**config.mk**
```make
export PLATFORM = sky130hd
export DESIGN_NAME = motion_correct_scheduler_flat
export DESIGN_NICKNAME = d
export VERILOG_FILES = /design/src/rtl/motion_correct_scheduler_if.sv /design/src/rtl/motion_correct_scheduler.sv /design/src/flat_wrapper.sv
export SDC_FILE = /design/constraint.sdc
export NUM_CORES = 1
export LEC_CHECK = 0
export BUFFER_PORTS_ARGS = -buffer_cell sky130_fd_sc_hd__buf_2
export CORE_AREA = 2 2 273 275
export DETAILED_ROUTE_END_ITERATION = 7
export DIE_AREA = 0 0 275 277
export PLACE_DENSITY = 0.53
export RECOVER_POWER = 50
export SLEW_MARGIN = 0
export SYNTH_ARGS = -nofsm -noshare
export SYNTH_HDL_FRONTEND = slang
export SYNTH_SLANG_ARGS = --single-unit
```
**constraint.sdc**
```tcl
create_clock -name clk -period 3 [get_ports clk]
set_clock_uncertainty 0.1 [all_clocks]
set_input_delay 0.3 -clock clk [delete_from_list [all_inputs] [get_ports clk]]
set_output_delay 0.3 -clock clk [all_outputs]
set_load 0.005 [all_outputs]
```
**src/rtl/motion_correct_scheduler_if.sv**
```systemverilog
// Bus bundle between the motion-correct scheduler, its point source/sink and the corrector.
// master = scheduler side, slave = environment (ingest, corrector, cloud writer).
interface motion_correct_scheduler_if #(
    parameter int unsigned WP     = 32,
    parameter int unsigned NPTS_W = 16
) ();
    logic              cfg_valid;
    logic              cfg_ready;
    logic [WP-1:0]     cfg_t_ref;
    logic [WP-1:0]     cfg_vx;
    logic [WP-1:0]     cfg_vy;
    logic [WP-1:0]     cfg_vz;
    logic [NPTS_W-1:0] cfg_npts;

    logic              in_valid;
    logic              in_ready;
    logic [WP-1:0]     in_px;
    logic [WP-1:0]     in_py;
    logic [WP-1:0]     in_pz;
    logic [WP-1:0]     in_t;

    logic [WP-1:0]     corr_px;
    logic [WP-1:0]     corr_py;
    logic [WP-1:0]     corr_pz;
    logic [WP-1:0]     corr_dt;
    logic [WP-1:0]     corr_vx;
    logic [WP-1:0]     corr_vy;
    logic [WP-1:0]     corr_vz;
    logic [WP-1:0]     corr_cx;
    logic [WP-1:0]     corr_cy;
    logic [WP-1:0]     corr_cz;

    logic              out_valid;
    logic              out_ready;
    logic [WP-1:0]     out_cx;
    logic [WP-1:0]     out_cy;
    logic [WP-1:0]     out_cz;
    logic              out_last;

    modport master (
        input  cfg_valid, cfg_t_ref, cfg_vx, cfg_vy, cfg_vz, cfg_npts,
        input  in_valid, in_px, in_py, in_pz, in_t,
        input  corr_cx, corr_cy, corr_cz,
        input  out_ready,
        output cfg_ready, in_ready,
        output corr_px, corr_py, corr_pz, corr_dt, corr_vx, corr_vy, corr_vz,
        output out_valid, out_cx, out_cy, out_cz, out_last
    );

    modport slave (
        output cfg_valid, cfg_t_ref, cfg_vx, cfg_vy, cfg_vz, cfg_npts,
        output in_valid, in_px, in_py, in_pz, in_t,
        output corr_cx, corr_cy, corr_cz,
        output out_ready,
        input  cfg_ready, in_ready,
        input  corr_px, corr_py, corr_pz, corr_dt, corr_vx, corr_vy, corr_vz,
        input  out_valid, out_cx, out_cy, out_cz, out_last
    );
endinterface

```
**src/rtl/motion_correct_scheduler.sv**
```systemverilog
// Frame scheduler for the shared motion-corrector: latches frame config, computes saturated dt,
// drives the corrector from an s1 register stage and captures its result into a valid/ready stage.
module motion_correct_scheduler #(
    parameter int unsigned WP     = 32,
    parameter int unsigned NPTS_W = 16
) (
    input  logic                       clk,
    input  logic                       rst,
    input  logic                       abort,
    motion_correct_scheduler_if.master bus,
    output logic                       done,
    output logic                       busy,
    output logic                       dt_sat
);
    typedef enum logic {StIdle, StStream} state_e;

    state_e            state_q, state_d;
    logic              done_q, done_d;
    logic              dt_sat_q;
    logic [NPTS_W-1:0] npts_q, in_cnt_q, out_cnt_q;
    logic [WP-1:0]     t_ref_q;
    logic              s1_valid_q, s1_last_q;
    logic [WP-1:0]     corr_px_q, corr_py_q, corr_pz_q, corr_dt_q;
    logic [WP-1:0]     corr_vx_q, corr_vy_q, corr_vz_q;
    logic              out_valid_q, out_last_q;
    logic [WP-1:0]     out_cx_q, out_cy_q, out_cz_q;

    logic              cfg_fire, in_fire, out_fire, s2_adv, s1_adv, frame_end;
    logic signed [WP:0] dt_wide;
    logic              dt_clamp;
    logic [WP-1:0]     dt_val;

    assign bus.cfg_ready = (state_q == StIdle) && !abort;
    assign s2_adv        = !out_valid_q || bus.out_ready;
    assign s1_adv        = s1_valid_q && s2_adv;
    assign bus.in_ready  = (state_q == StStream) && (in_cnt_q < npts_q) &&
                           (!s1_valid_q || s2_adv) && !abort;
    assign cfg_fire      = bus.cfg_valid && bus.cfg_ready;
    assign in_fire       = bus.in_valid && bus.in_ready;
    assign out_fire      = out_valid_q && bus.out_ready && !abort;
    assign frame_end     = (state_q == StStream) && out_fire && !s1_valid_q &&
                           (in_cnt_q == npts_q) && ((out_cnt_q + NPTS_W'(1)) == npts_q);

    // One extra bit makes the difference exact; overflow shows as disagreeing top two bits.
    assign dt_wide  = $signed({bus.in_t[WP-1], bus.in_t}) - $signed({t_ref_q[WP-1], t_ref_q});
    assign dt_clamp = dt_wide[WP] ^ dt_wide[WP-1];

    always_comb begin
        dt_val = dt_wide[WP-1:0];
        if (dt_clamp) begin
            dt_val = dt_wide[WP] ? {1'b1, {(WP-1){1'b0}}} : {1'b0, {(WP-1){1'b1}}};
        end
    end

    always_comb begin
        state_d = state_q;
        done_d  = 1'b0;
        unique case (state_q)
            StIdle: begin
                if (cfg_fire) begin
                    if (bus.cfg_npts == '0) begin
                        done_d = 1'b1;
                    end else begin
                        state_d = StStream;
                    end
                end
            end
            StStream: begin
                if (frame_end) begin
                    state_d = StIdle;
                    done_d  = 1'b1;
                end
            end
            default: state_d = StIdle;
        endcase
        if (abort) begin
            state_d = StIdle;
            done_d  = 1'b0;
        end
    end

    always_ff @(posedge clk) begin
        if (rst) begin
            state_q     <= StIdle;
            done_q      <= 1'b0;
            dt_sat_q    <= 1'b0;
            npts_q      <= '0;
            in_cnt_q    <= '0;
            out_cnt_q   <= '0;
            t_ref_q     <= '0;
            s1_valid_q  <= 1'b0;
            s1_last_q   <= 1'b0;
            corr_px_q   <= '0;
            corr_py_q   <= '0;
            corr_pz_q   <= '0;
            corr_dt_q   <= '0;
            corr_vx_q   <= '0;
            corr_vy_q   <= '0;
            corr_vz_q   <= '0;
            out_valid_q <= 1'b0;
            out_last_q  <= 1'b0;
            out_cx_q    <= '0;
            out_cy_q    <= '0;
            out_cz_q    <= '0;
        end else begin
            state_q <= state_d;
            done_q  <= done_d;
            if (cfg_fire) begin
                npts_q    <= bus.cfg_npts;
                t_ref_q   <= bus.cfg_t_ref;
                corr_vx_q <= bus.cfg_vx;
                corr_vy_q <= bus.cfg_vy;
                corr_vz_q <= bus.cfg_vz;
                in_cnt_q  <= '0;
                out_cnt_q <= '0;
                dt_sat_q  <= 1'b0;
            end
            if (abort) begin
                s1_valid_q  <= 1'b0;
                out_valid_q <= 1'b0;
                out_last_q  <= 1'b0;
            end else begin
                if (in_fire) begin
                    corr_px_q  <= bus.in_px;
                    corr_py_q  <= bus.in_py;
                    corr_pz_q  <= bus.in_pz;
                    corr_dt_q  <= dt_val;
                    s1_valid_q <= 1'b1;
                    s1_last_q  <= (in_cnt_q + NPTS_W'(1)) == npts_q;
                    in_cnt_q   <= in_cnt_q + NPTS_W'(1);
                    if (dt_clamp) begin
                        dt_sat_q <= 1'b1;
                    end
                end else if (s1_adv) begin
                    s1_valid_q <= 1'b0;
                end
                // Corrector is combinational from the s1 registers; capture its result here.
                if (s1_adv) begin
                    out_cx_q    <= bus.corr_cx;
                    out_cy_q    <= bus.corr_cy;
                    out_cz_q    <= bus.corr_cz;
                    out_valid_q <= 1'b1;
                    out_last_q  <= s1_last_q;
                end else if (out_fire) begin
                    out_valid_q <= 1'b0;
                    out_last_q  <= 1'b0;
                end
                if (out_fire) begin
                    out_cnt_q <= out_cnt_q + NPTS_W'(1);
                end
            end
        end
    end

    assign bus.corr_px   = corr_px_q;
    assign bus.corr_py   = corr_py_q;
    assign bus.corr_pz   = corr_pz_q;
    assign bus.corr_dt   = corr_dt_q;
    assign bus.corr_vx   = corr_vx_q;
    assign bus.corr_vy   = corr_vy_q;
    assign bus.corr_vz   = corr_vz_q;
    assign bus.out_valid = out_valid_q;
    assign bus.out_last  = out_last_q;
    assign bus.out_cx    = out_cx_q;
    assign bus.out_cy    = out_cy_q;
    assign bus.out_cz    = out_cz_q;
    assign done          = done_q;
    assign busy          = (state_q != StIdle);
    assign dt_sat        = dt_sat_q;
endmodule

```
**src/flat_wrapper.sv**
```systemverilog
// flat-port wrapper written by rule: the top's interface ports become plain ports
module motion_correct_scheduler_flat 
#(
    parameter int unsigned WP     = 32,
    parameter int unsigned NPTS_W = 16
)
  (clk, rst, abort, done, busy, dt_sat, bus_cfg_valid, bus_cfg_t_ref, bus_cfg_vx, bus_cfg_vy, bus_cfg_vz, bus_cfg_npts, bus_in_valid, bus_in_px, bus_in_py, bus_in_pz, bus_in_t, bus_corr_cx, bus_corr_cy, bus_corr_cz, bus_out_ready, bus_cfg_ready, bus_in_ready, bus_corr_px, bus_corr_py, bus_corr_pz, bus_corr_dt, bus_corr_vx, bus_corr_vy, bus_corr_vz, bus_out_valid, bus_out_cx, bus_out_cy, bus_out_cz, bus_out_last);
  motion_correct_scheduler_if #(.WP(WP), .NPTS_W(NPTS_W)) bus_i ();
  input  logic clk;
  input  logic rst;
  input  logic abort;
  output logic done;
  output logic busy;
  output logic dt_sat;
  input wire logic [$bits(bus_i.cfg_valid)-1:0] bus_cfg_valid;
  input wire logic [$bits(bus_i.cfg_t_ref)-1:0] bus_cfg_t_ref;
  input wire logic [$bits(bus_i.cfg_vx)-1:0] bus_cfg_vx;
  input wire logic [$bits(bus_i.cfg_vy)-1:0] bus_cfg_vy;
  input wire logic [$bits(bus_i.cfg_vz)-1:0] bus_cfg_vz;
  input wire logic [$bits(bus_i.cfg_npts)-1:0] bus_cfg_npts;
  input wire logic [$bits(bus_i.in_valid)-1:0] bus_in_valid;
  input wire logic [$bits(bus_i.in_px)-1:0] bus_in_px;
  input wire logic [$bits(bus_i.in_py)-1:0] bus_in_py;
  input wire logic [$bits(bus_i.in_pz)-1:0] bus_in_pz;
  input wire logic [$bits(bus_i.in_t)-1:0] bus_in_t;
  input wire logic [$bits(bus_i.corr_cx)-1:0] bus_corr_cx;
  input wire logic [$bits(bus_i.corr_cy)-1:0] bus_corr_cy;
  input wire logic [$bits(bus_i.corr_cz)-1:0] bus_corr_cz;
  input wire logic [$bits(bus_i.out_ready)-1:0] bus_out_ready;
  output wire logic [$bits(bus_i.cfg_ready)-1:0] bus_cfg_ready;
  output wire logic [$bits(bus_i.in_ready)-1:0] bus_in_ready;
  output wire logic [$bits(bus_i.corr_px)-1:0] bus_corr_px;
  output wire logic [$bits(bus_i.corr_py)-1:0] bus_corr_py;
  output wire logic [$bits(bus_i.corr_pz)-1:0] bus_corr_pz;
  output wire logic [$bits(bus_i.corr_dt)-1:0] bus_corr_dt;
  output wire logic [$bits(bus_i.corr_vx)-1:0] bus_corr_vx;
  output wire logic [$bits(bus_i.corr_vy)-1:0] bus_corr_vy;
  output wire logic [$bits(bus_i.corr_vz)-1:0] bus_corr_vz;
  output wire logic [$bits(bus_i.out_valid)-1:0] bus_out_valid;
  output wire logic [$bits(bus_i.out_cx)-1:0] bus_out_cx;
  output wire logic [$bits(bus_i.out_cy)-1:0] bus_out_cy;
  output wire logic [$bits(bus_i.out_cz)-1:0] bus_out_cz;
  output wire logic [$bits(bus_i.out_last)-1:0] bus_out_last;
  assign bus_i.cfg_valid = bus_cfg_valid;
  assign bus_i.cfg_t_ref = bus_cfg_t_ref;
  assign bus_i.cfg_vx = bus_cfg_vx;
  assign bus_i.cfg_vy = bus_cfg_vy;
  assign bus_i.cfg_vz = bus_cfg_vz;
  assign bus_i.cfg_npts = bus_cfg_npts;
  assign bus_i.in_valid = bus_in_valid;
  assign bus_i.in_px = bus_in_px;
  assign bus_i.in_py = bus_in_py;
  assign bus_i.in_pz = bus_in_pz;
  assign bus_i.in_t = bus_in_t;
  assign bus_i.corr_cx = bus_corr_cx;
  assign bus_i.corr_cy = bus_corr_cy;
  assign bus_i.corr_cz = bus_corr_cz;
  assign bus_i.out_ready = bus_out_ready;
  assign bus_cfg_ready = bus_i.cfg_ready;
  assign bus_in_ready = bus_i.in_ready;
  assign bus_corr_px = bus_i.corr_px;
  assign bus_corr_py = bus_i.corr_py;
  assign bus_corr_pz = bus_i.corr_pz;
  assign bus_corr_dt = bus_i.corr_dt;
  assign bus_corr_vx = bus_i.corr_vx;
  assign bus_corr_vy = bus_i.corr_vy;
  assign bus_corr_vz = bus_i.corr_vz;
  assign bus_out_valid = bus_i.out_valid;
  assign bus_out_cx = bus_i.out_cx;
  assign bus_out_cy = bus_i.out_cy;
  assign bus_out_cz = bus_i.out_cz;
  assign bus_out_last = bus_i.out_last;
  motion_correct_scheduler #(.WP(WP), .NPTS_W(NPTS_W)) u_core (.clk(clk), .rst(rst), .abort(abort), .bus(bus_i), .done(done), .busy(busy), .dt_sat(dt_sat));
endmodule
```
Word level (Yosys, flattened, before mapping)

Index checks and enable logic that the tools add are counted.
Widths: inputs -> output; s select.

Bits in registers: 407
Input bits: 374

Reductions and logical operators: 24
Bitwise operators: 3
Add/subtract/negate cells: 3
Muxes and demuxes: 25
Magnitude comparators: 1
Equality and inequality tests: 3

Operator list:

| operator              | number |
|---|---|
| $mux 16               | 6 |
| $mux 32               | 2 |
| $eq 16x16->1          | 3 |
| $sub 32x32->33        | 1 |
| $add 16x1->16 const B | 2 |
| $logic_not 16->1      | 1 |
| $lt 16x16->1          | 1 |
| $mux 1                | 15 |
| $logic_and 1x1->1     | 13 |
| $pmux 1 s2            | 2 |
| $reduce_and 2->1      | 2 |
| $reduce_bool 2->1     | 2 |
| $logic_not 1->1       | 3 |
| $logic_or 1x1->1      | 2 |
| $not 1->1             | 2 |
| $reduce_or 2->1       | 1 |
| $xor 1x1->1           | 1 |

Longest topological paths before layout

Gate-level depths: netlist of the first run.

Depth in word-level cells: 8
Depth in mapped cells: 14
Mapped depth without buffers: 13

Worst setup path after synthesis of the first run

No wires, ideal clock.

Path type: reg-to-reg
Start point: register u_core.t_ref_q[4]
End point: register u_core.corr_dt_q[2] (netlist: u_core.bus.corr_dt[2])
Buffers on the path: 1
Clock period less this slack: 2.852 ns
Cell stages (with the launch flop): 13
Arrival time: 2.671 ns
Path slack: 0.148 ns
Cell sequence: dfxtp_1 > inv_1 > ha_1 > a21o_1 > a211o_1 > o21ai_2 > o22ai_2 > a311oi_2 > nor3b_1 > or2_4 > buf_6 > maj3_2 > a211oi_2

Cells in the longest elaborated chain, start to end: 3
Elaborated cells between the ends (all ways): 4
Classes of those cells: add/sub (1); mux (2); bitwise (1)

Ends and longest elaborated chain:

| element                                | line                                                           | text |
|---|---|---|
| start, declared                        | motion_correct_scheduler.sv:21                                 | `logic [WP-1:0] t_ref_q;` |
| start signal, assigned                 | motion_correct_scheduler.sv:110                                | `t_ref_q <= bus.cfg_t_ref;` |
| $sub 32x32->33 (*)                     | motion_correct_scheduler.sv:45                                 | `assign dt_wide = $signed({bus.in_t[WP-1], bus.in_t}) - $signed({t_ref_q[WP-1], t_ref_q});` |
| $mux 32 or $xor 1x1->1 (tied branches) | motion_correct_scheduler.sv:51, motion_correct_scheduler.sv:46 |  |
| $mux 32 (*)                            | motion_correct_scheduler.sv:50                                 | `if (dt_clamp) begin` |
| end signal, assigned                   | motion_correct_scheduler.sv:127                                | `corr_dt_q <= dt_val;` |
| end, declared                          | motion_correct_scheduler.sv:23                                 | `logic [WP-1:0] corr_px_q, corr_py_q, corr_pz_q, corr_dt_q;` |

Mark *: on every way between the ends. The rest lies on a longest branch, timed or not.
A chain may end at the register's enable or synchronous reset.

Final worst setup path of the first run

Start point: register u_core.t_ref_q[0]
End point: register u_core.corr_dt_q[20] (netlist: u_core.bus.corr_dt[20])

Same word-level chain as after synthesis.

==> results_dict.tcl, run 1 <==
set metrics [dict create \
    drv_slew 0 \
    grt_pass1_wl_um 109500 \
    place_area_mm2 0.02312 \
    avgSynthCellArea_um2 7.706 \
    path_max_fanout 8 \
    status "completed" \
    async_flop_share_pct 0 \
    cp.arrival_ns 3.33 \
    via_count 19580 \
    p_per_area_mw_per_mm2 503.4 \
    fin_nets 3804 \
    grt_max_degree 89 \
    antenna_found_initial 6 \
    ys_seq_elements 407 \
    synth_nets 2744 \
    path_buf_inv 2 \
    finish.utilization_pct 38.58 \
    rsz0062_at_grt "true" \
    setup_violations 0 \
    syn_inst 2319 \
    clk_pin_slew_worst_paths_ns 0.06 \
    path_cells "ha_4 > inv_2 > fa_2 > a211oi_2 > o211ai_1 > a21oi_2 > o31ai_4 > nor4b_4 > o22ai_4 > buf_12 > maj3_2 > a211oi_2" \
    routedWlPerCell_um 16.45 \
    tightest_slew_ns 1.476 \
    fmax_mhz 341.8 \
    fillCellCount 7754 \
    finalWirelength_um 72250 \
    drcViolationCount 0 \
    power_frac_clock_pct 46.1 \
    hold_viol_final 0 \
    yosys_warnings 0 \
    row_count 100 \
    routed_via_density 4.460 \
    cts_buffers 49 \
    cts_root_buffer "clkbuf_16" \
    dp.cells 3948 \
    ys_seq_area_share_pct 45.60 \
    swShare_pct 25.57 \
    tritoncts "built" \
    fp.dieArea_mm2 0.07618 \
    die_h_um 277 \
    vdd_drop_max_v 0.0004977 \
    cts.sink_count 407 \
    grt_pass1_vias 19500 \
    end_kind "register" \
    worstSetupPathType "register to register" \
    syn2layout_area_growth_pct 58.84 \
    critPathMaxStageDelay_ns 0.33 \
    netlist_area_mm2 0.01787 \
    ys_types 70 \
    fin_crit_sh_pct 97.53 \
    dp_hpwl_um 51300 \
    drive_above_1_share_pct 22.20 \
    first_pass_iters 5 \
    cp-start-kind "register" \
    drtIter0Drc 1077 \
    clk_path_buf_depth 3 \
    ant_nets 0 \
    htreeDepth 2 \
    p_leak_nw 11.13 \
    grt.overflow.total 0 \
    switchingPower_mw 3.654 \
    clk_latency_ns 0.60 \
    finalInstanceArea_mm2 0.02838 \
    fin_total_pwr_mw 14.29 \
    cap_violations 0 \
    slew_headroom_pct 1.479 \
    ys.flop_type "dfxtp_1" \
    instances_no_fill 4391 \
    grt_use_total_pct 18.04 \
    internal_power_mw 10.64 \
    core_region_area_mm2 0.07357 \
    layout_min_cycle_time_ns 2.926 \
    p_comb_share_pct 14.8 \
    synth-edff-count 0 \
    die_w_um 275 \
    slowest_stage "dfxtp_2" \
    hold_path_class "input pin to register" \
    port_buffers 700 \
    cp.required_ns 3.41 \
    path_delay_family "compound AO/OA/AOI/OAI gates" \
    start_util_pct 24.29 \
    io_pins 701 \
    p_seq_share_pct 39.2 \
    cp_common_cell "a211oi_2" \
    gp_congestion 0.8395 \
]
stage by stage:
stage               setup TNS [ns]  setup slack (ns)  hold slack [ns]
global route                -1.179           -0.1015          0.07545
detailed placement          -2.266           -0.1859           0.3430
floorplan                        0            0.1482           0.2766
CTS                              0           0.01078          0.04017
global placement            -1.900           -0.1646           0.3389
finish                           0           0.07423          0.07627
final timing paths:
| path | start | to | slack [ns] | depth (start not counted) |
|---|---|---|---|---|
| worst max-delay path | u_core.t_ref_q[0] | u_core.bus.corr_dt[20] | 0.07 | 12 |
| worst min-delay path | rst | u_core.bus.corr_pz[30] | 0.08 | 2 |
| worst max register to register | u_core.t_ref_q[0] | u_core.bus.corr_dt[20] | 0.07 | 12 |
| worst min register to register | u_core.bus.corr_px[31] | u_core.bus.corr_px[31] | 0.35 | 2 |
power by group through the flow:
stage | Clock [mW] | Combinational, mW | Sequential, mW
after floorplan | 0 | 0.862 | 5.72
after global placement | 0 | 1.62 | 5.71
after detailed placement | 0 | 1.62 | 5.71
after CTS | 6.75 | 1.99 | 5.59
after global routing | 6.98 | 2.30 | 5.61
final | 6.58 | 2.11 | 5.60
logic make-up after synthesis:
logic type	after synthesis	share of synthesized area [%]
and+or+nand+nor	953	21.89
AOI/OAI and AO/OA	593	19.12
DFF	407	45.60
muxes	3	0.1820
adders and majority gates	69	4.747
xor gates and xnor gates	75	3.676
buffers and inverters	219	4.789
synthesized netlist by cell type, types with 3 or more instances:
cell type	number	area [µm²]
inv_1	60	225.2
a211oi_2	18	225.2
or3_1	7	43.79
maj3_2	18	202.7
a21oi_1	413	2067
a21o_1	24	180.2
buf_1	7	26.28
nor4_1	8	50.05
dfxtp_1	407	8148
a211oi_1	15	112.6
clkbuf_1	140	525.5
nand3_1	20	100.1
nor3_1	16	80.08
nand4_1	17	106.4
nor3b_1	5	37.54
o21ai_0	51	255.2
a31oi_1	13	81.33
buf_6	3	33.78
xor2_1	24	210.2
o211ai_1	13	97.59
o21a_1	8	60.06
and3_1	16	100.1
nor2b_1	6	37.54
nand2b_1	5	31.28
xnor2_1	51	446.7
or2_2	3	18.77
nor2_1	102	382.9
nand2_1	726	2725
a22oi_1	4	30.03
nand3b_1	5	37.54
and2_1	7	43.79
ha_1	50	625.6
buf_2	9	45.04
o31ai_1	4	30.03
per-layer routing:
layer | part of all wire [%] | GRT usage, %
met1 | 42 | 21.83
met2 | 48 | 30.61
met3 | 5.5 | 3.650
met4 | 4.5 | 8.039
met5 | 0.048 | 0
worst reg2reg max path, cell delays in order (launching register included):
cell and delay, ns:
dfxtp_2 0.33, ha_4 0.16, inv_2 0.05, fa_2 0.21, a211oi_2 0.08, o211ai_1 0.29
a21oi_2 0.14, o31ai_4 0.30, nor4b_4 0.33, o22ai_4 0.17, buf_12 0.17, maj3_2 0.30
a211oi_2 0.22
cell usage in the layout, fill, tap and decap left out, types with 17 or more instances in the layout:
cell type	instances
nand2_1	723
buf_2	435
a21oi_1	405
dfxtp_1	403
dlygate4sd3_1	339
clkbuf_1	275
buf_4	102
nor2_1	100
inv_1	59
clkbuf_16	52
xnor2_1	50
ha_1	42
o21ai_0	37
a211oi_2	29
a21o_1	24
xor2_1	24
nand3_1	20
maj3_2	18
nand4_1	17
buf_12	17
cell type report:
| type | count | area (µm²) | share of cell area (%) |
|---|---|---|---|
| Tap cell | 969 | 1212 | 4.272 |
| Sequential cell | 407 | 8153 | 28.72 |
| Clock buffer | 69 | 1401 | 4.937 |
| Antenna cell | 3 | 7.507 | 0.02645 |
| Inverter | 60 | 225.2 | 0.7935 |
| Multi-Input combinational cell | 1694 | 9214 | 32.46 |
| Clock inverter | 22 | 364.1 | 1.283 |
| Timing Repair Buffer | 1167 | 7806 | 27.50 |
state kept, by name, summed over array words and instances (netlist names):
name / cells
u_core.bus.corr_vx: 32
u_core.bus.corr_dt: 32
u_core.in_cnt_q: 16
u_core.bus.corr_py: 32
u_core.bus.out_cz: 32
u_core.s1_valid_q: 1
u_core.npts_q: 16
u_core.busy: 1
u_core.bus.corr_px: 32
u_core.t_ref_q: 32
u_core.bus.out_cy: 32
u_core.dt_sat: 1
u_core.bus.out_valid: 1
u_core.s1_last_q: 1
u_core.bus.corr_vy: 32
u_core.bus.corr_vz: 32
u_core.bus.out_last: 1
u_core.out_cnt_q: 16
u_core.bus.corr_pz: 32
u_core.done: 1
u_core.bus.out_cx: 32
what timing repair did:
item,4_1_cts,5_1_grt
endpoints found under the setup margin,16,45
endpoints found under the hold margin,339,0
hold buffers,339,0
pin swaps,3,41
gates cloned,0,5
setup buffers,2,4
resized for setup,1,78
Power figures use the tool's default switching activity.
==> run 2: changes to the inputs <==
Settings changed: ABC_AREA from default to 1, CORE_AREA 2 2 273 275 to 2 2 274 276, DIE_AREA 0 0 275 277 to 0 0 276 278.
==> run 2 against run 1 <==
  * The flow now finishes with violations (design-rule violations, max-capacitance violations, max-slew violations)
  * Global-route usage down 0.26 points
  * Hold slack better by 0.00065 ns
  * Clock power down 4.0%
  * Wire length down 0.49%
  * Die area up 0.73%
  * Synthesized area up 0.48%
  * Combinational power down 6%
  * Core utilization down 1.7 points
  * Sequential share of layout area up 1.2 points
  * Synthesized cell count up 7.5%
  * Highest routed layer is now met4
==> results_dict.tcl, run 2 <==
set metrics [dict create \
    synth_most_common_cell "nor2_1" \
    slew_headroom_pct -16.01 \
    synth_area_leaders "dfxtp_1, nor2_1, nand2_1, o21ai_0, a21oi_1" \
    synth-edff-count 0 \
    grt_use_total_pct 17.78 \
    avgSynthCellArea_um2 7.205 \
    grt_max_degree 150 \
    drv_slew 100 \
    worstSetupPathType "register to register" \
    ys_seq_area_share_pct 45.38 \
    yosys.area.top_type "dfxtp_1" \
    cts_buffers 49 \
    cap_violations 1 \
    synth_commonest_cells "nor2_1, nand2_1, dfxtp_1" \
    port_buffers 700 \
    path_cells "inv_1 > ha_1 > a21oi_1 > o21ai_0 > and2_1 > nor2_1 > nand2_1 > nor2_4 > buf_12 > o21ai_0 > nor2_1" \
    routed_via_density 4.477 \
    gp_congestion 0.8611 \
    setup_violations 0 \
    status "complete, but fails checks" \
    violations "design-rule violations, max-capacitance violations, max-slew violations" \
    via_count 20070 \
    die_w_um 276 \
    fp.dieArea_mm2 0.07673 \
    clk_pin_slew_worst_paths_ns 0.06 \
    drtIter0Drc 1335 \
    grt_pass1_wl_um 110100 \
    first_pass_iters 7 \
    tightest_slew_ns 1.740 \
    tns_ns 0 \
    tritoncts "built" \
    clk_path_buf_depth 3 \
    hold_viol_final 0 \
    slowest_stage "buf_12" \
    drcViolationCount 13 \
    drive_above_1_share_pct 16.73 \
    pre_cts_ws_ns 0.3077 \
    ys.flop_type "dfxtp_1" \
    fmax_mhz 370.0 \
    async_flop_share_pct 0 \
    start_util_pct 24.32 \
    cts_root_buffer "clkbuf_16" \
    synth_nets 2917 \
    netlist_area_mm2 0.01796 \
    p_leak_nw 11.59 \
    finalWirelength_um 71890 \
    path_max_fanout 149 \
    row_count 100 \
    cp-start-kind "register" \
    die_h_um 278 \
    fin_crit_sh_pct 90.08 \
    p_per_area_mw_per_mm2 512.8 \
    hold_path_class "input pin to register" \
    ctsResizeCount 0 \
    cp.arrival_ns 3.11 \
    yosys_warnings 0 \
    mostFrequentLayoutCell "nor2_1" \
    grt.overflow.total 0 \
    grt_pass1_vias 19840 \
    cts.sink_count 407 \
    cp.required_ns 3.41 \
    most-common-layout-cells "nor2_1, buf_2, nand2_1" \
    layout_min_cycle_time_ns 2.703 \
    synth_top_area_share_pct 45.38 \
    io_pins 701 \
    routedWlPerCell_um 16.04 \
    cts_setup_buffers 0 \
    fin_nets 3890 \
    antenna_found_initial 11 \
    path_buf_inv 2 \
    dp_hpwl_um 51040 \
    ys_types 39 \
    path_delay_family "simple AND/OR/NAND/NOR gates" \
    end_kind "register" \
    syn2layout_area_growth_pct 51.59 \
    setup_ws_ns 0.2975 \
    clk_latency_ns 0.58 \
    critPathMaxStageDelay_ns 0.35 \
    ant_nets 0 \
    core_region_area_mm2 0.07382 \
    syn_inst 2492 \
    vdd_drop_max_v 0.0004362 \
    ys_seq_elements 407 \
    rsz0062_at_grt "false" \
    htreeDepth 2 \
]
run 2: cell count changes after synthesis, sizes merged, moves of 45 or more:
cell / previous run / this run
nor2: 102 / 484
nand3: 20 / 191
inv: 60 / 138
xnor2: 51 / 6
a21oi: 414 / 257
o21ai: 54 / 290
nand2: 726 / 420
run 2: cell type report:
type | count | area [µm²]
antenna | 11 | 27.53
clock buffer | 68 | 1418
clock inverter | 21 | 286.5
fill | 7874 | 46600
inverter | 138 | 526.8
multi-input combinational | 1802 | 8683
sequential | 407 | 8148
tap | 969 | 1212
timing repair buffer | 1067 | 6917
run 2: final timing paths:
check                                        start                    end  slack, ns  cells after the start
worst max register to register    u_core.npts_q[9]  u_core.bus.corr_py[8]       0.30                     11
worst max-delay path              u_core.npts_q[9]  u_core.bus.corr_py[8]       0.30                     11
worst min-delay path                 bus_out_ready      u_core.s1_valid_q       0.08                      4
worst min register to register  u_core.t_ref_q[29]     u_core.t_ref_q[29]       0.36                      2
run 2: worst register-to-register path, cell delays in order (launching register included):
cell and delay, ns:
dfxtp_1 0.33, inv_1 0.12, ha_1 0.31, a21oi_1 0.14, o21ai_0 0.08, and2_1 0.14, nor2_1 0.13, nand2_1 0.12
nor2_4 0.16, buf_12 0.35, o21ai_0 0.52, nor2_1 0.14
run 2: power breakdown:
group	total, mW	switching (mW)	leakage (nW)	internal (mW)
combinational	1.99	1.08	7.44	0.914
sequential	5.65	0.0802	3.31	5.57
clock	6.32	2.49	0.842	3.82
run 2: cells by family after synthesis:
kind of cell | after synthesis | share of synthesized area, %
xor gates and xnor gates | 38 | 2.313
AOI/OAI and AO/OA | 571 | 16.36
and+or+nand+nor | 1142 | 25.97
DFF | 407 | 45.38
buffers and inverters | 283 | 6.383
adders and majority gates | 51 | 3.596
run 2: routing by layer:
| layer | part of all wire (%) | up-vias | track usage (%) | routed length, µm |
|---|---|---|---|---|
| met3 | 5.8 | 153 | 3.811 | 4185 |
| met1 | 42 | 9157 | 21.53 | 30450 |
| met5 | 0 | - | 0 | 0 |
| met2 | 47 | 617 | 30.34 | 34120 |
| li1 | - | 10150 | - | - |
| met4 | 4.4 | 0 | 7.790 | 3138 |
run 2: timing repair:
item,in CTS,in global routing
hold buffers,337,0
setup endpoints to repair,0,0
endpoints found under the hold margin,336,0
run 2: stage by stage:
stage / utilization [%] / instances / hold WS [ns] / total power, mW / area (µm²)
after detailed placement: 30.41 / 4046 / 0.3493 / 7.413 / 22450
after global routing: 36.87 / 4483 / 0.04277 / 14.57 / 27220
final: 36.87 / 4483 / 0.07693 / 13.96 / 27220
after global placement: 30.41 / 4046 / 0.3458 / 7.412 / 22450
after floorplan: - / 2492 / 0.3331 / 6.697 / 17960
after CTS: 37.29 / 4472 / 0.009239 / 14.17 / 27530
